<file path="src/rtl/fma_pkg.sv">
// rtl/fma_pkg.sv - shared types and helpers for the posit FMA pass scheduler
//
// Contents:
//   PRE_4X/PRE_2X/PRE_1X/PRE_BAD : lane precision codes
//   sched_state_e                : scheduler FSM states
//   job_t                        : queued job {in_pre, out_pre, tag}
//   pre_legal()                  : legality check for a precision pair
package fma_pkg;

  localparam logic [1:0] PRE_4X  = 2'b00;
  localparam logic [1:0] PRE_2X  = 2'b01;
  localparam logic [1:0] PRE_1X  = 2'b10;
  localparam logic [1:0] PRE_BAD = 2'b11;

  localparam int JOB_TAG_W = 4;

  typedef enum logic [2:0] {
    ST_IDLE,
    ST_LAUNCH,
    ST_WAIT,
    ST_MERGE,
    ST_DONE
  } sched_state_e;

  typedef struct packed {
    logic [1:0]           in_pre;
    logic [1:0]           out_pre;
    logic [JOB_TAG_W-1:0] tag;
  } job_t;

  // Merging only ever widens lanes, so the result may not be narrower
  // than the operands.
  function automatic logic pre_legal(input logic [1:0] in_p, input logic [1:0] out_p);
    return (in_p != PRE_BAD) && (out_p != PRE_BAD) && (out_p >= in_p);
  endfunction

endpackage

</file>
<file path="src/rtl/fma_job_fifo.sv">
// rtl/fma_job_fifo.sv - synchronous job queue for the FMA pass scheduler
//
// Ports:
//   clk, rst_n     : clock, asynchronous active-low reset
//   push_i         : write push_data_i (ignored while full)
//   push_data_i    : job to enqueue
//   pop_i          : drop the head entry (ignored while empty)
//   head_o         : current head entry, valid while !empty_o
//   full_o/empty_o : occupancy flags
module fma_job_fifo
  import fma_pkg::*;
#(
  parameter int  DEPTH = 4,
  parameter type T     = job_t
) (
  input  logic clk,
  input  logic rst_n,
  input  logic push_i,
  input  T     push_data_i,
  input  logic pop_i,
  output T     head_o,
  output logic full_o,
  output logic empty_o
);

  localparam int PTR_W = $clog2(DEPTH);
  localparam logic [PTR_W:0] PTR_ONE = 1;

  // Pointers carry one extra wrap bit so full and empty are distinguishable.
  logic [PTR_W:0] wr_ptr_q, wr_ptr_d;
  logic [PTR_W:0] rd_ptr_q, rd_ptr_d;
  T               mem_q [DEPTH];
  logic           do_push, do_pop;

  assign empty_o = (wr_ptr_q == rd_ptr_q);
  assign full_o  = (wr_ptr_q[PTR_W] != rd_ptr_q[PTR_W]) &&
                   (wr_ptr_q[PTR_W-1:0] == rd_ptr_q[PTR_W-1:0]);

  assign do_push = push_i && !full_o;
  assign do_pop  = pop_i && !empty_o;

  assign wr_ptr_d = do_push ? wr_ptr_q + PTR_ONE : wr_ptr_q;
  assign rd_ptr_d = do_pop  ? rd_ptr_q + PTR_ONE : rd_ptr_q;

  assign head_o = mem_q[rd_ptr_q[PTR_W-1:0]];

  always_ff @(posedge clk or negedge rst_n) begin
    if (!rst_n) begin
      wr_ptr_q <= '0;
      rd_ptr_q <= '0;
    end else begin
      wr_ptr_q <= wr_ptr_d;
      rd_ptr_q <= rd_ptr_d;
    end
  end

  always_ff @(posedge clk) begin
    if (do_push) begin
      mem_q[wr_ptr_q[PTR_W-1:0]] <= push_data_i;
    end
  end

endmodule

</file>
<file path="src/rtl/fma_pass_sched.sv">
// rtl/fma_pass_sched.sv - job scheduler for the multi-precision posit FMA datapath
//
// Queues FMA jobs, launches the datapath, waits out its latency, sequences
// the lane-merge passes from in_pre up to out_pre, and reports a tagged
// completion.
//
// Ports:
//   clk, rst_n                         : clock, asynchronous active-low reset
//   req_valid/req_ready                : job request handshake
//   req_in_pre/req_out_pre/req_tag     : job fields
//   start                              : one-cycle datapath launch
//   in_pre/out_pre                     : launched job's precisions (held)
//   align_ctl/merge_pre                : merge pass active / precision merged from
//   busy                               : scheduler not idle
//   done_valid/done_ready              : completion handshake
//   done_tag/done_err                  : completed tag / job was illegal
//   perf_jobs/perf_merges              : only with FMA_SCHED_PERF_EN defined
//
// Optional feature macro: FMA_SCHED_PERF_EN (saturating job/merge counters).
module fma_pass_sched
  import fma_pkg::*;
#(
  parameter int PIPE_LAT   = 4,
  parameter int FIFO_DEPTH = 4,
  parameter int TAG_W      = 4
) (
  input  logic             clk,
  input  logic             rst_n,
  input  logic             req_valid,
  output logic             req_ready,
  input  logic [1:0]       req_in_pre,
  input  logic [1:0]       req_out_pre,
  input  logic [TAG_W-1:0] req_tag,
  output logic             start,
  output logic [1:0]       in_pre,
  output logic [1:0]       out_pre,
  output logic             align_ctl,
  output logic [1:0]       merge_pre,
  output logic             busy,
  output logic             done_valid,
  input  logic             done_ready,
  output logic [TAG_W-1:0] done_tag,
  output logic             done_err
`ifdef FMA_SCHED_PERF_EN
  ,
  output logic [15:0]      perf_jobs,
  output logic [15:0]      perf_merges
`endif
);

  localparam int CNT_W = (PIPE_LAT > 1) ? $clog2(PIPE_LAT) : 1;
  localparam logic [CNT_W-1:0] CNT_LAST = CNT_W'(PIPE_LAT - 1);

  typedef struct packed {
    logic [1:0]       in_pre;
    logic [1:0]       out_pre;
    logic [TAG_W-1:0] tag;
  } sched_job_t;

  sched_state_e     state_q, state_d;
  logic [CNT_W-1:0] cnt_q, cnt_d;
  logic [1:0]       cur_pre_q, cur_pre_d;
  logic [1:0]       in_pre_q, in_pre_d;
  logic [1:0]       out_pre_q, out_pre_d;
  logic [TAG_W-1:0] tag_q, tag_d;
  logic             err_q, err_d;

  sched_job_t       fifo_in, fifo_head;
  logic             fifo_full, fifo_empty, fifo_pop;

  assign fifo_in   = '{in_pre: req_in_pre, out_pre: req_out_pre, tag: req_tag};
  assign req_ready = !fifo_full;

  fma_job_fifo #(
    .DEPTH (FIFO_DEPTH),
    .T     (sched_job_t)
  ) u_fifo (
    .clk         (clk),
    .rst_n       (rst_n),
    .push_i      (req_valid),
    .push_data_i (fifo_in),
    .pop_i       (fifo_pop),
    .head_o      (fifo_head),
    .full_o      (fifo_full),
    .empty_o     (fifo_empty)
  );

  always_ff @(posedge clk or negedge rst_n) begin
    if (!rst_n) begin
      state_q   <= ST_IDLE;
      cnt_q     <= '0;
      cur_pre_q <= '0;
      in_pre_q  <= '0;
      out_pre_q <= '0;
      tag_q     <= '0;
      err_q     <= 1'b0;
    end else begin
      state_q   <= state_d;
      cnt_q     <= cnt_d;
      cur_pre_q <= cur_pre_d;
      in_pre_q  <= in_pre_d;
      out_pre_q <= out_pre_d;
      tag_q     <= tag_d;
      err_q     <= err_d;
    end
  end

  always_comb begin
    state_d   = state_q;
    cnt_d     = cnt_q;
    cur_pre_d = cur_pre_q;
    in_pre_d  = in_pre_q;
    out_pre_d = out_pre_q;
    tag_d     = tag_q;
    err_d     = err_q;
    fifo_pop  = 1'b0;

    case (state_q)
      ST_IDLE: begin
        if (!fifo_empty) begin
          fifo_pop = 1'b1;
          tag_d    = fifo_head.tag;
          err_d    = !pre_legal(fifo_head.in_pre, fifo_head.out_pre);
          // in_pre/out_pre describe the last launched job, so an illegal
          // job leaves them untouched.
          if (pre_legal(fifo_head.in_pre, fifo_head.out_pre)) begin
            in_pre_d  = fifo_head.in_pre;
            out_pre_d = fifo_head.out_pre;
            cur_pre_d = fifo_head.in_pre;
          end
          state_d = ST_LAUNCH;
        end
      end
      // An illegal job also spends its pop cycle here with start
      // suppressed, so its completion appears one edge after the pop.
      ST_LAUNCH: begin
        cnt_d   = '0;
        state_d = err_q ? ST_DONE : ST_WAIT;
      end
      ST_WAIT: begin
        cnt_d = cnt_q + CNT_W'(1);
        if (cnt_q == CNT_LAST) begin
          state_d = (cur_pre_q < out_pre_q) ? ST_MERGE : ST_DONE;
        end
      end
      ST_MERGE: begin
        cur_pre_d = cur_pre_q + 2'd1;
        if ((cur_pre_q + 2'd1) == out_pre_q) begin
          state_d = ST_DONE;
        end
      end
      ST_DONE: begin
        if (done_ready) begin
          state_d = ST_IDLE;
        end
      end
      default: state_d = ST_IDLE;
    endcase
  end

  assign start      = (state_q == ST_LAUNCH) && !err_q;
  assign align_ctl  = (state_q == ST_MERGE);
  assign merge_pre  = (state_q == ST_MERGE) ? cur_pre_q : 2'b00;
  assign busy       = (state_q != ST_IDLE);
  assign done_valid = (state_q == ST_DONE);
  assign done_tag   = (state_q == ST_DONE) ? tag_q : '0;
  assign done_err   = (state_q == ST_DONE) && err_q;
  assign in_pre     = in_pre_q;
  assign out_pre    = out_pre_q;

`ifdef FMA_SCHED_PERF_EN
  logic [15:0] perf_jobs_q, perf_merges_q;

  always_ff @(posedge clk or negedge rst_n) begin
    if (!rst_n) begin
      perf_jobs_q   <= '0;
      perf_merges_q <= '0;
    end else begin
      if (start && (perf_jobs_q != 16'hFFFF)) begin
        perf_jobs_q <= perf_jobs_q + 16'd1;
      end
      if (align_ctl && (perf_merges_q != 16'hFFFF)) begin
        perf_merges_q <= perf_merges_q + 16'd1;
      end
    end
  end

  assign perf_jobs   = perf_jobs_q;
  assign perf_merges = perf_merges_q;
`endif

endmodule

</file>
<file path="config.mk">
export PLATFORM = sky130hd
export DESIGN_NAME = fma_pass_sched
export DESIGN_NICKNAME = d
export VERILOG_FILES = /design/src/rtl/fma_pkg.sv /design/src/rtl/fma_job_fifo.sv /design/src/rtl/fma_pass_sched.sv
export SDC_FILE = /design/constraint.sdc
export NUM_CORES = 1
export LEC_CHECK = 0
export ABC_AREA = 1
export ABC_CLOCK_PERIOD_IN_PS = 1900
export BUFFER_PORTS_ARGS = -buffer_cell sky130_fd_sc_hd__buf_2
export CAP_MARGIN = 20
export CORE_UTILIZATION = 54
export CTS_BUF_LIST = sky130_fd_sc_hd__clkbuf_2 sky130_fd_sc_hd__clkbuf_4 sky130_fd_sc_hd__clkbuf_8
export DETAILED_ROUTE_END_ITERATION = 7
export HOLD_SLACK_MARGIN = 0.12
export PLACE_DENSITY = 0.78
export SETUP_SLACK_MARGIN = 0.1
export SYNTH_ARGS = -nofsm -noshare
export SYNTH_HDL_FRONTEND = slang
export SYNTH_SLANG_ARGS = --single-unit
export TNS_END_PERCENT = 10
</file>
<file path="constraint.sdc">
create_clock -name clk -period 1.9 [get_ports clk]
set_input_delay 0.095 -clock clk [delete_from_list [all_inputs] [get_ports clk]]
set_output_delay 0.095 -clock clk [all_outputs]
set_load 0.1 [all_outputs]
</file>
==> flow_metrics.env, run 1 <==
export IMPL_ant_nets=0
export IMPL_multi_input_area_mm2=0.001020
export IMPL_max_freq_mhz=541.6
export IMPL_arrival_ps=1750
export IMPL_ys_ff_latch=54
export IMPL_io_pins=28
export IMPL_whs_endpoint="u_fifo.wr_ptr_q[0]$_DFFE_PN0P_"
export IMPL_drv_slew=0
export IMPL_drc=3
export IMPL_grt_start_max_net_pins=23
export IMPL_dp_cells=341
export IMPL_grt_ovfl_total=0
export IMPL_drive_above_1_share=0.3937
export IMPL_syn_area_per_cell_um2=10.37
export IMPL_rsz0062_at_grt="yes"
export IMPL_rr_worst_depth=15
export IMPL_hold_start="req_valid"
export IMPL_routed_via_density=5.264
export IMPL_critPathMaxFanout=7
export IMPL_hold_path_class="primary input to register"
export IMPL_seq_area_mm2=0.001515
export IMPL_syn_to_final_growth_pct=30.15
export IMPL_ys_types=30
export IMPL_end_kind="output port"
export IMPL_worst_slew_pin_slew_ps=485.4
export IMPL_violations="design-rule violations"
export IMPL_instances_no_fill=367
export IMPL_worst_path_buf_inv=5
export IMPL_grt_pass1_vias=1910
export IMPL_core_area_mm2=0.004474
export IMPL_worstPathRequired_ps=1800
export IMPL_antenna_found_initial=0
export IMPL_rows=24
export IMPL_outcome="complete, but fails checks"
export IMPL_slowest_stage="dfrtp_2"
export IMPL_worstSetupStartpoint="u_fifo.rd_ptr_q[0]$_DFFE_PN0P_"
export IMPL_path_cells="buf_12 > inv_8 > buf_6 > nand2_1 > nand2_2 > nand4_1 > buf_4 > buf_12"
export IMPL_dr_first_iter_drc_count=94
export IMPL_insertion_delay_ps=320
export IMPL_cts_buffers=5
export IMPL_die_y_um=71.14
export IMPL_wire_per_inst_um=14.25
export IMPL_final_setup_viol_count=0
export IMPL_hold_path_depth=3
export IMPL_hold_ws_ps=152.2
export IMPL_clock_sinks=54
export IMPL_finalHoldViolCount=0
export IMPL_place_hpwl_um=3530
export IMPL_slew_limit_headroom=0.6764
export IMPL_crit_family="buffers and inverters"
export IMPL_grt_pass1_wl_um=8666
export IMPL_synth_fp_nets=271
export IMPL_initial_core_util=0.5769
export IMPL_final_setup_skew_ps=8.701
export IMPL_r2r_end="out_pre[0]$_DFFE_PN0P_"
export IMPL_die_w_um=71.14
export IMPL_syn_inst=249
export IMPL_final_period_utilization=0.9718
export IMPL_finalCriticalPeriod_ps=1846
export IMPL_h_tree_depth=2
export IMPL_critPathKind="register to output port"
export IMPL_cts_max_path_buffers=2
export IMPL_reg2reg_from="u_fifo.rd_ptr_q[0]$_DFFE_PN0P_"
export IMPL_cts_root_buf="clkbuf_8"
export IMPL_crit_path_frequent_cell="buf_12"
export IMPL_io_buffers=27
export IMPL_routed_wl_um=5229
export IMPL_gp_congestion=0.8457
export IMPL_path_clk_slew_ps=100
export IMPL_ys_warn_count=0
export IMPL_rrSetupSlack_ps=60
export IMPL_layout_nets=336
export IMPL_finalWorstSetupSlack_ps=53.56
export IMPL_drtPass1Iterations=6
export IMPL_path_depth=8
export IMPL_track_usage=0.2265
export IMPL_synth_area_mm2=0.002581
export IMPL_tns_ps=0
export IMPL_pre_cts_ws_ps=13.00
export IMPL_start_kind="register"
export IMPL_max_cap_violations=0
export IMPL_dieArea_mm2=0.005060
export IMPL_max_stage_delay_ps=460
export IMPL_ys_seq_area_frac=0.5856
export IMPL_diodes=0
export IMPL_fill_cells=284
export IMPL_vias=1932
export IMPL_tritoncts="built"
==> through the flow <==
stage,util,area (um^2)
floorplan,-,2631
global placement,0.6558,2934
detailed placement,0.6558,2934
CTS,0.7332,3281
global route,0.7508,3359
finish,0.7508,3359
==> registers in the layout, indices dropped and copies added, names as in the netlist <==
signal	flops
state_q	3
in_pre	2
u_fifo.rd_ptr_q	3
cur_pre_q	2
err_q	1
u_fifo.mem_q	32
out_pre	2
cnt_q	2
u_fifo.wr_ptr_q	3
tag_q	4
==> cell usage after synthesis (all sizes together) <==
cell	n	area share
nand2	53	0.089
nor2	36	0.059
edfxtp	32	0.37
inv	32	0.048
dfrtp	22	0.21
o21ai	19	0.043
nand3	13	0.031
ha	10	0.048
a21oi	9	0.017
buf	6	0.026
o22ai	4	0.0097
xor2	4	0.014
nand3b	2	0.0058
nand4	2	0.0048
nor3	2	0.0058
a22o	1	0.0034
a22oi	1	0.0029
xnor2	1	0.0063
==> how the worst max path moves through the flow <==
stage	slack [ps]	endpoint
3_3_place_gp	90	cur_pre_q[1]$_DFFE_PN0P_
5_1_grt	-30	out_pre[0]$_DFFE_PN0P_
6_report	50	req_ready
4_1_cts	60	out_pre[0]$_DFFE_PN0P_
2_1_floorplan	-720	u_fifo.mem_q[0][0]$_DFFE_PP_
3_5_place_dp	10	in_pre[1]$_DFFE_PN0P_
==> metal layers <==
layer	routed length [um]	GRT usage	vias up
met4	135	0.1200	0
met5	0	0	-
met2	2656	0.3921	45
met1	2296	0.2750	924
met3	140	0.03419	11
li1	-	-	952
==> area by class of cell <==
cell class              instances  area share
clock buffers                   5     0.02048
clock inverters                 3    0.007449
inverters                      32     0.03873
multi-input cells             157      0.3035
flip-flops and latches         54      0.4510
well taps                      52     0.01937
repair buffers                 63      0.1561
repair inverters                1    0.003352
==> cells in the final DEF, fill, tap and decap left out, types with 2 or more instances in the layout <==
master         instances
nor2_2                 4
xor2_1                 4
ha_1                   9
inv_8                  2
o22ai_1                4
o21ai_0               10
nand3b_1               2
nand2_1               31
dfrtp_1               19
nor2_1                25
clkbuf_4               6
nand2_2               18
dlygate4sd3_1         10
o21ai_2                4
inv_2                  7
nand4_1                2
nand3_1                5
inv_1                 23
nor2_4                 7
dfrtp_2                3
nand2_4                4
buf_4                 19
edfxtp_1              32
buf_6                  7
o21ai_1                5
buf_2                 18
clkbuf_8               5
a21oi_1                8
buf_12                 2
nand3_2                8
==> logic make-up after synthesis <==
| family | after synthesis | share of synthesized area |
|---|---|---|
| AO/OA/AOI/OAI | 34 | 0.07610 |
| XOR/XNOR | 5 | 0.01987 |
| adder cells (fa/ha/maj) | 10 | 0.04847 |
| buffers and inverters | 38 | 0.07465 |
| flip-flops | 54 | 0.5856 |
| AND/OR/NAND/NOR | 108 | 0.1953 |
==> worst reg2reg max path: cells and delay by family (launching register included) <==
kind,cells,cell delay (ps)
buffers and inverters,5,430
adder cells (fa/ha/maj),1,250
flip-flops,1,440
AND/OR/NAND/NOR,7,520
AO/OA/AOI/OAI,2,90
==> timing repair <==
action / CTS / global route
hold buffers: 10 / 0
cloned: 2 / 0
resized for setup: 22 / 28
pin swaps: 8 / 6
endpoints found under the setup margin: 42 / 49
buffers inserted: 6 / 0
hold endpoints to repair: 55 / 0
Power of run 1 is left out: the tool's default activity adds up to more than one toggle a clock period on the data nets, which glitch-free logic cannot reach.
==> inputs of run 2 (changes only) <==
- SETUP_SLACK_MARGIN: 0.1 -> 0.2
==> flow_metrics.env, run 2 (same netlist as run 1, synthesis figures left out) <==
export IMPL_outcome="complete, but fails checks"
export IMPL_violations="design-rule violations"
export IMPL_die_y_um=71.14
export IMPL_antenna_found_initial=0
export IMPL_grt_start_max_net_pins=23
export IMPL_cts_max_path_buffers=2
export IMPL_largest_reg_flops=32
export IMPL_drive_above_1_share=0.3937
export IMPL_grt_pass1_wl_um=8666
export IMPL_max_cap_violations=0
export IMPL_ant_nets=0
export IMPL_start_kind="register"
export IMPL_finalHoldViolCount=0
export IMPL_place_hpwl_um=3530
export IMPL_seq_area_mm2=0.001515
export IMPL_gp_congestion=0.8457
export IMPL_initial_core_util=0.5769
export IMPL_io_pins=28
export IMPL_vias=1932
export IMPL_rsz0062_at_grt="yes"
export IMPL_hold_path_class="primary input to register"
export IMPL_critPathMaxFanout=7
export IMPL_tns_ps=0
export IMPL_fill_cells=282
export IMPL_syn_to_final_growth_pct=30.93
export IMPL_routed_wl_um=5256
export IMPL_path_clk_slew_ps=100
export IMPL_dp_cells=341
export IMPL_routed_via_density=5.264
export IMPL_layout_common_cells="edfxtp_1, nand2_1, nor2_1"
export IMPL_instances_no_fill=367
export IMPL_layout_nets=336
export IMPL_dieArea_mm2=0.005060
export IMPL_h_tree_depth=2
export IMPL_wire_per_inst_um=14.32
export IMPL_multi_input_area_mm2=0.001020
export IMPL_io_buffers=27
export IMPL_track_usage=0.2265
export IMPL_layout_commonest_cell="edfxtp_1"
export IMPL_insertion_delay_ps=320
export IMPL_cts_root_buf="clkbuf_8"
export IMPL_slew_limit_headroom=0.6760
export IMPL_diodes=0
export IMPL_rrSetupSlack_ps=70
export IMPL_worst_slew_pin_slew_ps=486.0
export IMPL_final_setup_viol_count=0
export IMPL_final_setup_skew_ps=8.719
export IMPL_rows=24
export IMPL_drv_slew=0
export IMPL_end_kind="output port"
export IMPL_arrival_ps=1740
export IMPL_cts_buffers=5
export IMPL_critPathKind="register to output port"
export IMPL_final_period_utilization=0.9678
export IMPL_clock_sinks=54
export IMPL_die_w_um=71.14
export IMPL_core_area_mm2=0.004474
export IMPL_drc=3
export IMPL_utilization=0.7553
export IMPL_worstPathRequired_ps=1800
export IMPL_max_freq_mhz=543.8
export IMPL_drtPass1Iterations=6
export IMPL_dr_first_iter_drc_count=83
export IMPL_finalCriticalPeriod_ps=1839
export IMPL_grt_pass1_vias=1910
export IMPL_grt_ovfl_total=0
export IMPL_tritoncts="built"
-- run 2: critical path, stage by stage (launching register included) --
cell     delay (ps)
dfrtp_2         460
buf_12          160
inv_8            70
buf_6           100
nand2_1          50
nand2_2          80
nand4_1         150
buf_4           190
buf_12          150
-- run 2: layer usage --
layer,up-vias,share of wire,track usage,wire length [um]
li1,949,-,-,-
met1,924,0.44,0.2750,2298
met2,48,0.51,0.3921,2681
met3,11,0.027,0.03419,140
met4,0,0.026,0.1200,135
met5,-,0,0,0
-- run 2: final cells by class --
| class | count | area share |
|---|---|---|
| well taps | 52 | 0.01925 |
| repair buffers | 63 | 0.1611 |
| repair inverters | 1 | 0.003332 |
| multi-input cells | 157 | 0.3017 |
| inverters | 32 | 0.03850 |
| clock buffers | 5 | 0.02036 |
| flip-flops and latches | 54 | 0.4484 |
| clock inverters | 3 | 0.007405 |
-- run 2: metrics by stage --
step	hold slack [ps]	worst slack (ps)	instance area [um^2]
finish	152.1	61.10	3379
global route	171.5	-30.57	3379
CTS	120.2	62.17	3281
detailed placement	86.18	13.00	2934
global placement	81.51	85.50	2934
floorplan	-200.6	-716.8	2631
-- run 2: path summary, 6_finish.rpt --
check                                                from                              to  cells after the start
hold / removal                                  req_valid  u_fifo.wr_ptr_q[0]$_DFFE_PN0P_                      3
max in group asynchronous                           rst_n  u_fifo.rd_ptr_q[0]$_DFFE_PN0P_                      2
setup / recovery           u_fifo.rd_ptr_q[0]$_DFFE_PN0P_                       req_ready                      8
min in group asynchronous                           rst_n            cnt_q[1]$_DFFE_PN0P_                      2
hold reg to reg                      cnt_q[0]$_DFFE_PN0P_            cnt_q[0]$_DFFE_PN0P_                      1
setup reg to reg           u_fifo.rd_ptr_q[0]$_DFFE_PN0P_          out_pre[0]$_DFFE_PN0P_                     14
-- run 2: what timing repair did --
| item | in CTS | in global routing |
|---|---|---|
| hold buffers | 10 | 0 |
| gates resized for setup | 22 | 41 |
| setup endpoints to repair | 53 | 52 |
| pin swaps | 8 | 6 |
| gates cloned | 2 | 0 |
| hold endpoints to repair | 55 | 0 |
| setup buffers | 6 | 0 |
Power of run 2 is left out for the same reason.
